[src/rtl/saturating_counter_programmable.sv]
// Programmable saturating up/down counter with multi-unit steps,
// synchronous load, boundary status and sticky clip flags.
module saturating_counter_programmable #(
  parameter int RANGE       = 4,
  parameter int RANGE_LOG2  = $clog2(RANGE),
  parameter int RESET_VALUE = 0,
  parameter int STEP_WIDTH  = 2
) (
  input  logic                  clock,
  input  logic                  resetn,
  input  logic                  increment,
  input  logic [STEP_WIDTH-1:0] increment_amount,
  input  logic                  decrement,
  input  logic [STEP_WIDTH-1:0] decrement_amount,
  input  logic                  load,
  input  logic [RANGE_LOG2-1:0] load_value,
  input  logic                  clear_flags,
  output logic [RANGE_LOG2-1:0] count,
  output logic                  minimum,
  output logic                  maximum,
  output logic                  saturated_high,
  output logic                  saturated_low
);

  localparam int DW = RANGE_LOG2 + STEP_WIDTH + 2;

  localparam logic [RANGE_LOG2-1:0] MAX_C =
    RANGE_LOG2'(RANGE - 1);
  localparam logic [RANGE_LOG2-1:0] RST_C =
    RANGE_LOG2'(RESET_VALUE);
  localparam logic signed [DW-1:0] MAX_S =
    DW'(RANGE - 1);

  logic [RANGE_LOG2-1:0] count_q, count_d;
  logic                  sat_hi_q, sat_hi_d;
  logic                  sat_lo_q, sat_lo_d;

  logic signed [DW-1:0] inc_ext;
  logic signed [DW-1:0] dec_ext;
  logic signed [DW-1:0] cnt_ext;
  logic signed [DW-1:0] next_s;
  logic                 clip_hi;
  logic                 clip_lo;
  logic [RANGE_LOG2:0]  load_ext;

  // Wide signed sum so no combination of steps can wrap.
  always_comb begin
    inc_ext = '0;
    dec_ext = '0;
    if (increment) begin
      inc_ext = {{(DW-STEP_WIDTH){1'b0}}, increment_amount};
    end
    if (decrement) begin
      dec_ext = {{(DW-STEP_WIDTH){1'b0}}, decrement_amount};
    end
    cnt_ext  = {{(DW-RANGE_LOG2){1'b0}}, count_q};
    next_s   = cnt_ext + inc_ext - dec_ext;
    clip_hi  = !load && (next_s > MAX_S);
    clip_lo  = !load && (next_s < 0);
    load_ext = {1'b0, load_value};
  end

  always_comb begin
    count_d = count_q;
    if (load) begin
      if (load_ext > {1'b0, MAX_C}) begin
        count_d = MAX_C;
      end else begin
        count_d = load_value;
      end
    end else if (clip_hi) begin
      count_d = MAX_C;
    end else if (clip_lo) begin
      count_d = '0;
    end else begin
      count_d = next_s[RANGE_LOG2-1:0];
    end
    sat_hi_d = clip_hi | (sat_hi_q & ~clear_flags);
    sat_lo_d = clip_lo | (sat_lo_q & ~clear_flags);
  end

  always_ff @(posedge clock) begin
    if (!resetn) begin
      count_q  <= RST_C;
      sat_hi_q <= 1'b0;
      sat_lo_q <= 1'b0;
    end else begin
      count_q  <= count_d;
      sat_hi_q <= sat_hi_d;
      sat_lo_q <= sat_lo_d;
    end
  end

  assign count          = count_q;
  assign minimum        = (count_q == '0);
  assign maximum        = (count_q == MAX_C);
  assign saturated_high = sat_hi_q;
  assign saturated_low  = sat_lo_q;

endmodule

[config.mk]
export PLATFORM = sky130hd
export DESIGN_NAME = saturating_counter_programmable
export DESIGN_NICKNAME = d
export VERILOG_FILES = /design/src/rtl/saturating_counter_programmable.sv
export SDC_FILE = /design/constraint.sdc
export NUM_CORES = 1
export LEC_CHECK = 0
export ABC_AREA = 1
export BUFFER_PORTS_ARGS = -buffer_cell sky130_fd_sc_hd__buf_2
export CORE_AREA = 2 2 39 41
export DETAILED_ROUTE_END_ITERATION = 7
export DIE_AREA = 0 0 41 43
export PLACE_DENSITY = 0.59
export SYNTH_ARGS = -nofsm -noshare
export SYNTH_HDL_FRONTEND = slang
export SYNTH_SLANG_ARGS = --single-unit
[constraint.sdc]
create_clock -name clock -period 3.1 [get_ports clock]
set_clock_uncertainty 0.05 [all_clocks]
set_input_delay 0.62 -clock clock [delete_from_list [all_inputs] [get_ports clock]]
set_output_delay 0.62 -clock clock [all_outputs]
set_load 0.1 [all_outputs]
==> results of run 1 <==
## kinds of logic after synthesis
| group | Yosys count | share of synthesized area [%] |
|---|---|---|
| simple gates | 22 | 30.4 |
| buf+inv | 13 | 14.8 |
| fa+ha+maj | 6 | 27.4 |
| flops | 4 | 24.3 |
| compound gates | 2 | 3.04 |
## power by group
| group | switching, uW | total, uW | internal, uW |
|---|---|---|---|
| clock | 19.6 | 62.7 | 43.2 |
| sequential | 6.95 | 67.8 | 60.9 |
| combinational | 149 | 195 | 46.1 |
## worst max-delay path: cells and delay by family
family,cells,cell delay [ns]
simple gates,5,0.35
buf+inv,4,0.24
fa+ha+maj,3,1.12
## sequential cells by signal, indices dropped and copies added, names as in the netlist
register / cells
count: 2
saturated_high: 1
saturated_low: 1
## layer usage
metal | vias up | part of all wire, % | track usage, %
met5 | - | 0 | 0
met4 | 0 | 1.7 | 8.00
met3 | 3 | 14 | 4.71
met2 | 17 | 37 | 10.3
met1 | 125 | 47 | 9.06
li1 | 181 | - | -
## per-stage QoR
step | setup WS (ns) | cells | area, um^2 | hold slack [ns] | total power [uW]
after global routing | 0.715 | 83 | 457 | 0.423 | 354
after global placement | 0.625 | 80 | 434 | 0.402 | 264
after CTS | 0.874 | 83 | 457 | 0.406 | 332
final | 0.880 | 83 | 457 | 0.404 | 326
after detailed placement | 0.629 | 80 | 434 | 0.401 | 266
after floorplan | 0.338 | 47 | 329 | 0.668 | 231
## synthesized netlist by cell type, drive strengths merged
library cell	count	area, um^2
nand2	14	55.1
inv	13	48.8
nand3	6	35.0
dfxtp	4	80.1
ha	4	50.1
a21oi	2	10.0
fa	2	40.0
nor2	2	10.0
## placed cells by master (no fill, tap or decap)
master / Yosys / layout
buf_2: 0 / 17
a21oi_1: 2 / 2
nand2_2: 1 / 1
nor2_2: 1 / 1
nand3_2: 1 / 1
dfxtp_1: 4 / 4
clkbuf_4: 0 / 3
nor2_1: 1 / 1
ha_1: 4 / 4
nand2_1: 13 / 13
nand3_1: 5 / 5
inv_2: 1 / 1
fa_1: 2 / 2
inv_1: 12 / 12
## worst paths after layout
kind                            cells after the start                        to  slack [ns]                      from
worst max-delay path                               12       count[0]$_SDFF_PN0_        0.88                 increment
worst min-delay path                                2  saturated_low$_SDFF_PN0_        0.40  saturated_low$_SDFF_PN0_
worst max register to register                      9       count[0]$_SDFF_PN0_        1.09       count[1]$_SDFF_PN0_
worst min register to register                      2  saturated_low$_SDFF_PN0_        0.40  saturated_low$_SDFF_PN0_
## final cells by class
| cell class | instances | share of cell area [%] |
|---|---|---|
| Inverter | 13 | 10.7 |
| Multi-Input combinational cell | 30 | 43.8 |
| Timing Repair Buffer | 17 | 18.6 |
| Clock buffer | 3 | 4.93 |
| Sequential cell | 4 | 17.5 |
| Tap cell | 16 | 4.38 |
==> key figures, run 1 <==
Layout
  – Fin util: about a third
  – # fillers: about 160
  – Antenna Cells: 0
  – Nets: slightly below 90
  – Area Overhead vs Synth: 38.8%
  – Multi-input gate area: around 200 um^2
  – Share of post-route cells with drive strength above 1: between 30 and 40%
  – Sequential Area: between 80 and 90 um^2

Timing
  – Worst-Margin Slew: 0.485 ns
  – Final Setup Violations: 0
  – Max transition margin: roughly two thirds
  – Period utilization: between 70 and 80%
  – Max frequency: around 0.45 GHz
  – Fin Setup TNS: 0 ns
  – Tmin final: between 2 and 2.5 ns
  – Final Max Tran Viols: 0
  – Final Hold Viols: 0
  – RSZ-0062 raised after global routing: false

Drt
  – WL/cell: slightly above 7 um
  – DRT iter0 DRCs: 0
  – Residual DRC: 0
  – Pre-antenna DRT Iters: 1
  – Detailed Route WL: just under 600 um
  – Via count: about 330
  – Detail Route Antenna Nets: 0
  – Via density: approximately 3.9

Critical path
  – CP Data Arrival Time: about 2.4 ns
  – Critical path data required time: 3.23 ns
  – Crit-path max cell delay: ~0.5 ns
  – Worst setup EP type: register
  – CP max stage cell: fa_1
  – Crit start category: primary input
  – Critical path class: primary input to register
  – Max FO, Critical Path: 3
  – Critical path cell sequence: buf_2 -> nand2_1 -> inv_1 -> fa_1 -> fa_1 -> inv_1 -> ha_1 -> nand2_1 -> nand3_2 -> nand3_1 -> nand2_1 -> inv_1

Run
  – Max_cap viols: 0

Global route
  – Pin count of the biggest net entering global routing: 5
  – First-pass GRT wire length: roughly 920 um
  – Vias in the first global route: about 270
  – Overall routing resource usage: 8.25%
  – Initial antenna violation count: 0
  – Grt ovf: 0

CTS
  – H-tree Lvls: 1
  – Clock Path Buffers: 2
  – CTS Buf Count: 3
  – Hold buffers post-CTS: 0
  – CTS tree: done
  – CTS clk-pin slew, worst paths: 0.03 ns
  – Postcts setup bufs: 0
  – CTS Sinks: 4
  – CTS Root Cell: clkbuf_4
  – Post_cts resized: 0
  – Clk_lat worst skew: about 0.23 ns

Pwr
  – Static Leak: 0.000290 uW
  – Peak supply drop: 229 uV
  – Pwr/cell area: around 710 nW/um^2

Die
  – Initial Utilization: about a quarter
  – Std-Cell Rows: 14
  – Die H: 43 um
  – Die span in x: 41 um
  – I/O pins: 18
  – Die Area: 1760 um^2
  – Core ar.: about 1400 um^2

Place
  – Final GP Congestion: about 0.65
  – Port buffer count: 17
  – HPWL after DPL: between 500 and 600 um

Run status
  – Outcome: finished, final reports clean

Logic synthesis
  – Synthesis warning total: 0
  – Synth Register Bits: 4
  – Cell variety after synth: 12
  – Syn_area_per_cell: ~7.0 um^2
  – Post-Synthesis Cells: between 40 and 50
  – Net Count, Synth: 65
  – Post-Syn Area: between 300 and 400 um^2
  – Register area share after synthesis: 24.3%

Worst hold path
  – Worst hold path class: register to register
No activity file was read; power rests on OpenSTA's default activity.
==> run 2: changes to the inputs <==
Settings changed: PLACE_DENSITY 0.59 to 0.6.
Clock period 3.1 ns to 1.9 ns, I/O delays scaled along.
==> key figures, run 2 (synthesized netlist as in run 1, its figures left out) <==
Die
  – Std-Cell Rows: 14 (unchanged)
  – Die H: 43 um (unchanged)
  – Die span in x: 41 um (unchanged)
  – Die Area: 1760 um^2 (unchanged)
  – Initial Utilization: 23.8% (unchanged)
  – Core ar.: 1380 um^2 (unchanged)
  – I/O pins: 18 (unchanged)

CTS
  – CTS tree: done
  – CTS clk-pin slew, worst paths: 0.04 ns (about the same)
  – CTS Sinks: 4 (unchanged)
  – Clk_lat worst skew: 0.25 ns (+0.02 ns)
  – Clock Path Buffers: 2 (unchanged)
  – H-tree Lvls: 1 (unchanged)
  – CTS Root Cell: clkbuf_4
  – CTS Buf Count: 3 (unchanged)

Pwr
  – Pwr/cell area: 1100 nW/um^2 (+54%)
  – Peak supply drop: 284 uV (+24%)
  – Switching share of power: 52.8% (-1.1 points)
  – Final Total Pwr: 652 uW (+100%)
  – Net Sw Power: 344 uW (+96%)
  – Static Leak: 0.000319 uW (+10%)
  – Clock network fraction of total power: 19.0% (-0.3 points)
  – P_int: 308 uW (+100%)
  – Seq pwr share: 17.6% (-3.2 points)
  – Combinational Power Share: 63.4% (+3.5 points)

Timing
  – Period utilization: roughly 100%
  – Final hold slack: 0.295 ns (-0.109 ns)
  – Final Max Tran Viols: 0 (unchanged)
  – Max transition margin: 68.0% (about the same)
  – Final Hold Viols: 0 (unchanged)
  – Tmin final: ~1.9 ns
  – Worst-Margin Slew: 0.484 ns (-0.000783 ns)
  – Final Setup Violations: 0 (unchanged)
  – Max frequency: 0.536 GHz
  – RSZ-0062 raised after global routing: true

Global route
  – Met1 Use GR: 10.6% (+1.6 points)
  – First-pass GRT wire length: 1340 um (+46%)
  – Global-route met2 utilization: 19.7% (+9.4 points)
  – Overall routing resource usage: 12.4% (+4.1 points)
  – Initial antenna violation count: 0 (unchanged)
  – Pin count of the biggest net entering global routing: 5 (unchanged)
  – GR met3 Demand/Resource: 3.14% (-1.6 points)
  – Vias in the first global route: 352 (+29%)
  – Global route hottest layer: met2
  – Grt ovf: 0 (unchanged)

Run
  – Max_cap viols: 0 (unchanged)

Drt
  – Detailed Route WL: 905 um (+52%)
  – WL/cell: 10.4 um (+45%)
  – Via density: 4.25 (+8.3%)
  – Via count: 370 (+13%)
  – Residual DRC: 0 (unchanged)
  – Pre-antenna DRT Iters: 4 (+3)
  – Detail Route Antenna Nets: 0 (unchanged)
  – DRT iter0 DRCs: 6 (+6)

Worst hold path
  – Worst hold path class: primary input to register
  – Hold Crit Depth: 3 (+1)
  – Hold_sp: resetn
  – Hold EP: count[0]$_SDFF_PN0_

Place
  – Placed Area: 452 um^2 (+4.0%)
  – Port buffer count: 17 (unchanged)
  – HPWL after DPL: 641 um (+21%)
  – Final GP Congestion: 0.724 (+12%)

Critical path
  – CP Data Arrival Time: 1.96 ns (-0.39 ns)
  – Crit start category: primary input
  – Max FO, Critical Path: 3 (unchanged)
  – End of the worst register-to-register path: count[1]$_SDFF_PN0_
  – Crit-path max cell delay: 0.59 ns (+0.10 ns)
  – RR Startpoint: count[1]$_SDFF_PN0_
  – Worst setup EP type: register
  – Critical path data required time: 1.99 ns (-1.24 ns)
  – Critical path class: primary input to register
  – Critical path cell sequence: buf_6 -> nand2_2 -> inv_2 -> fa_2 -> fa_2 -> inv_2 -> ha_4 -> nand2_4 -> nand3_4 -> nand3_2 -> nand2_1 -> inv_1
  – R2R depth: 9 (unchanged)
  – CP max stage cell: fa_2
  – R2r setup slk: 0.05 ns (-1.04 ns)

Layout
  – Final Cell Area: 594 um^2 (+30%)
  – Fin util: 42.9% (+9.9 points)
  – Commonest non-fill, non-tap cell in the layout: buf_2
  – Nets: 90 (+3.4%)
  – Share of post-route cells with drive strength above 1: 64.8% (+29 points)
  – Antenna Cells: 0 (unchanged)
  – Most frequent cells in the layout: 13 x buf_2, 9 x nand2_1, 8 x inv_1
  – Number of flip-flops in the largest register: 2 (unchanged)
  – Area Overhead vs Synth: 80.6%

Run status
  – Outcome: finished, final reports clean
==> run 2: changes by cell type in the layout (fill, tap and decap cells not counted), sizes merged <==
cell and delta:
clkbuf +1, buf +3
==> run 2: power groups by stage <==
stage	registers (uW)	clock network (uW)	logic, uW
after floorplan	220	0	162
after global placement	116	0	321
after detailed placement	117	0	329
after CTS	114	129	394
after global routing	117	136	441
final	115	124	413
==> run 2: area by class of cell <==
type	instances	area, um^2
fill	147	790
inverter	13	48.8
multi-input combinational	30	282
sequential	4	85.1
clock buffer	4	26.3
timing repair buffer	20	133
tap	16	20.0
==> run 2: how the worst max path moves through the flow <==
| stage | from | end | slack (ns) | depth (start not counted) |
|---|---|---|---|---|
| final | increment_amount[1] | count[1]$_SDFF_PN0_ | 0.03 | 12 |
| after CTS | count[1]$_SDFF_PN0_ | saturated_high$_SDFF_PN0_ | -0.02 | 7 |
| after global placement | decrement | count[0]$_SDFF_PN0_ | -0.25 | 14 |
| after detailed placement | decrement | saturated_high$_SDFF_PN0_ | -0.36 | 12 |
| after global routing | increment_amount[1] | count[0]$_SDFF_PN0_ | -0.04 | 12 |
| after floorplan | count[1]$_SDFF_PN0_ | count[1]$_SDFF_PN0_ | -0.12 | 9 |
==> run 2: repair_timing <==
item | CTS | global route
hold buffers | 0 | 0
gates resized for setup | 10 | 12
pin swaps | 4 | 9
endpoints found under the setup margin | 3 | 3
setup buffers | 1 | 1
==> run 2: critical path: cells and delay by family <==
kind          cells  cell delay, ns
simple gates      5            0.32
fa+ha+maj         3            1.05
buf+inv           4            0.21
==> run 2: through the flow <==
step	worst slack, ns	TNS [ns]	cells
after detailed placement	-0.356	-1.05	81
after global placement	-0.252	-0.769	81
after CTS	-0.0242	-0.0601	86
after floorplan	-0.122	-0.352	47
after global routing	-0.0385	-0.0491	87
final	0.0335	0	87
==> run 2: routing by layer <==
metal | wire (um) | vias to the layer above
met5 | 0 | -
met4 | 57 | 0
met3 | 43 | 7
met2 | 492 | 17
met1 | 311 | 157
li1 | - | 189
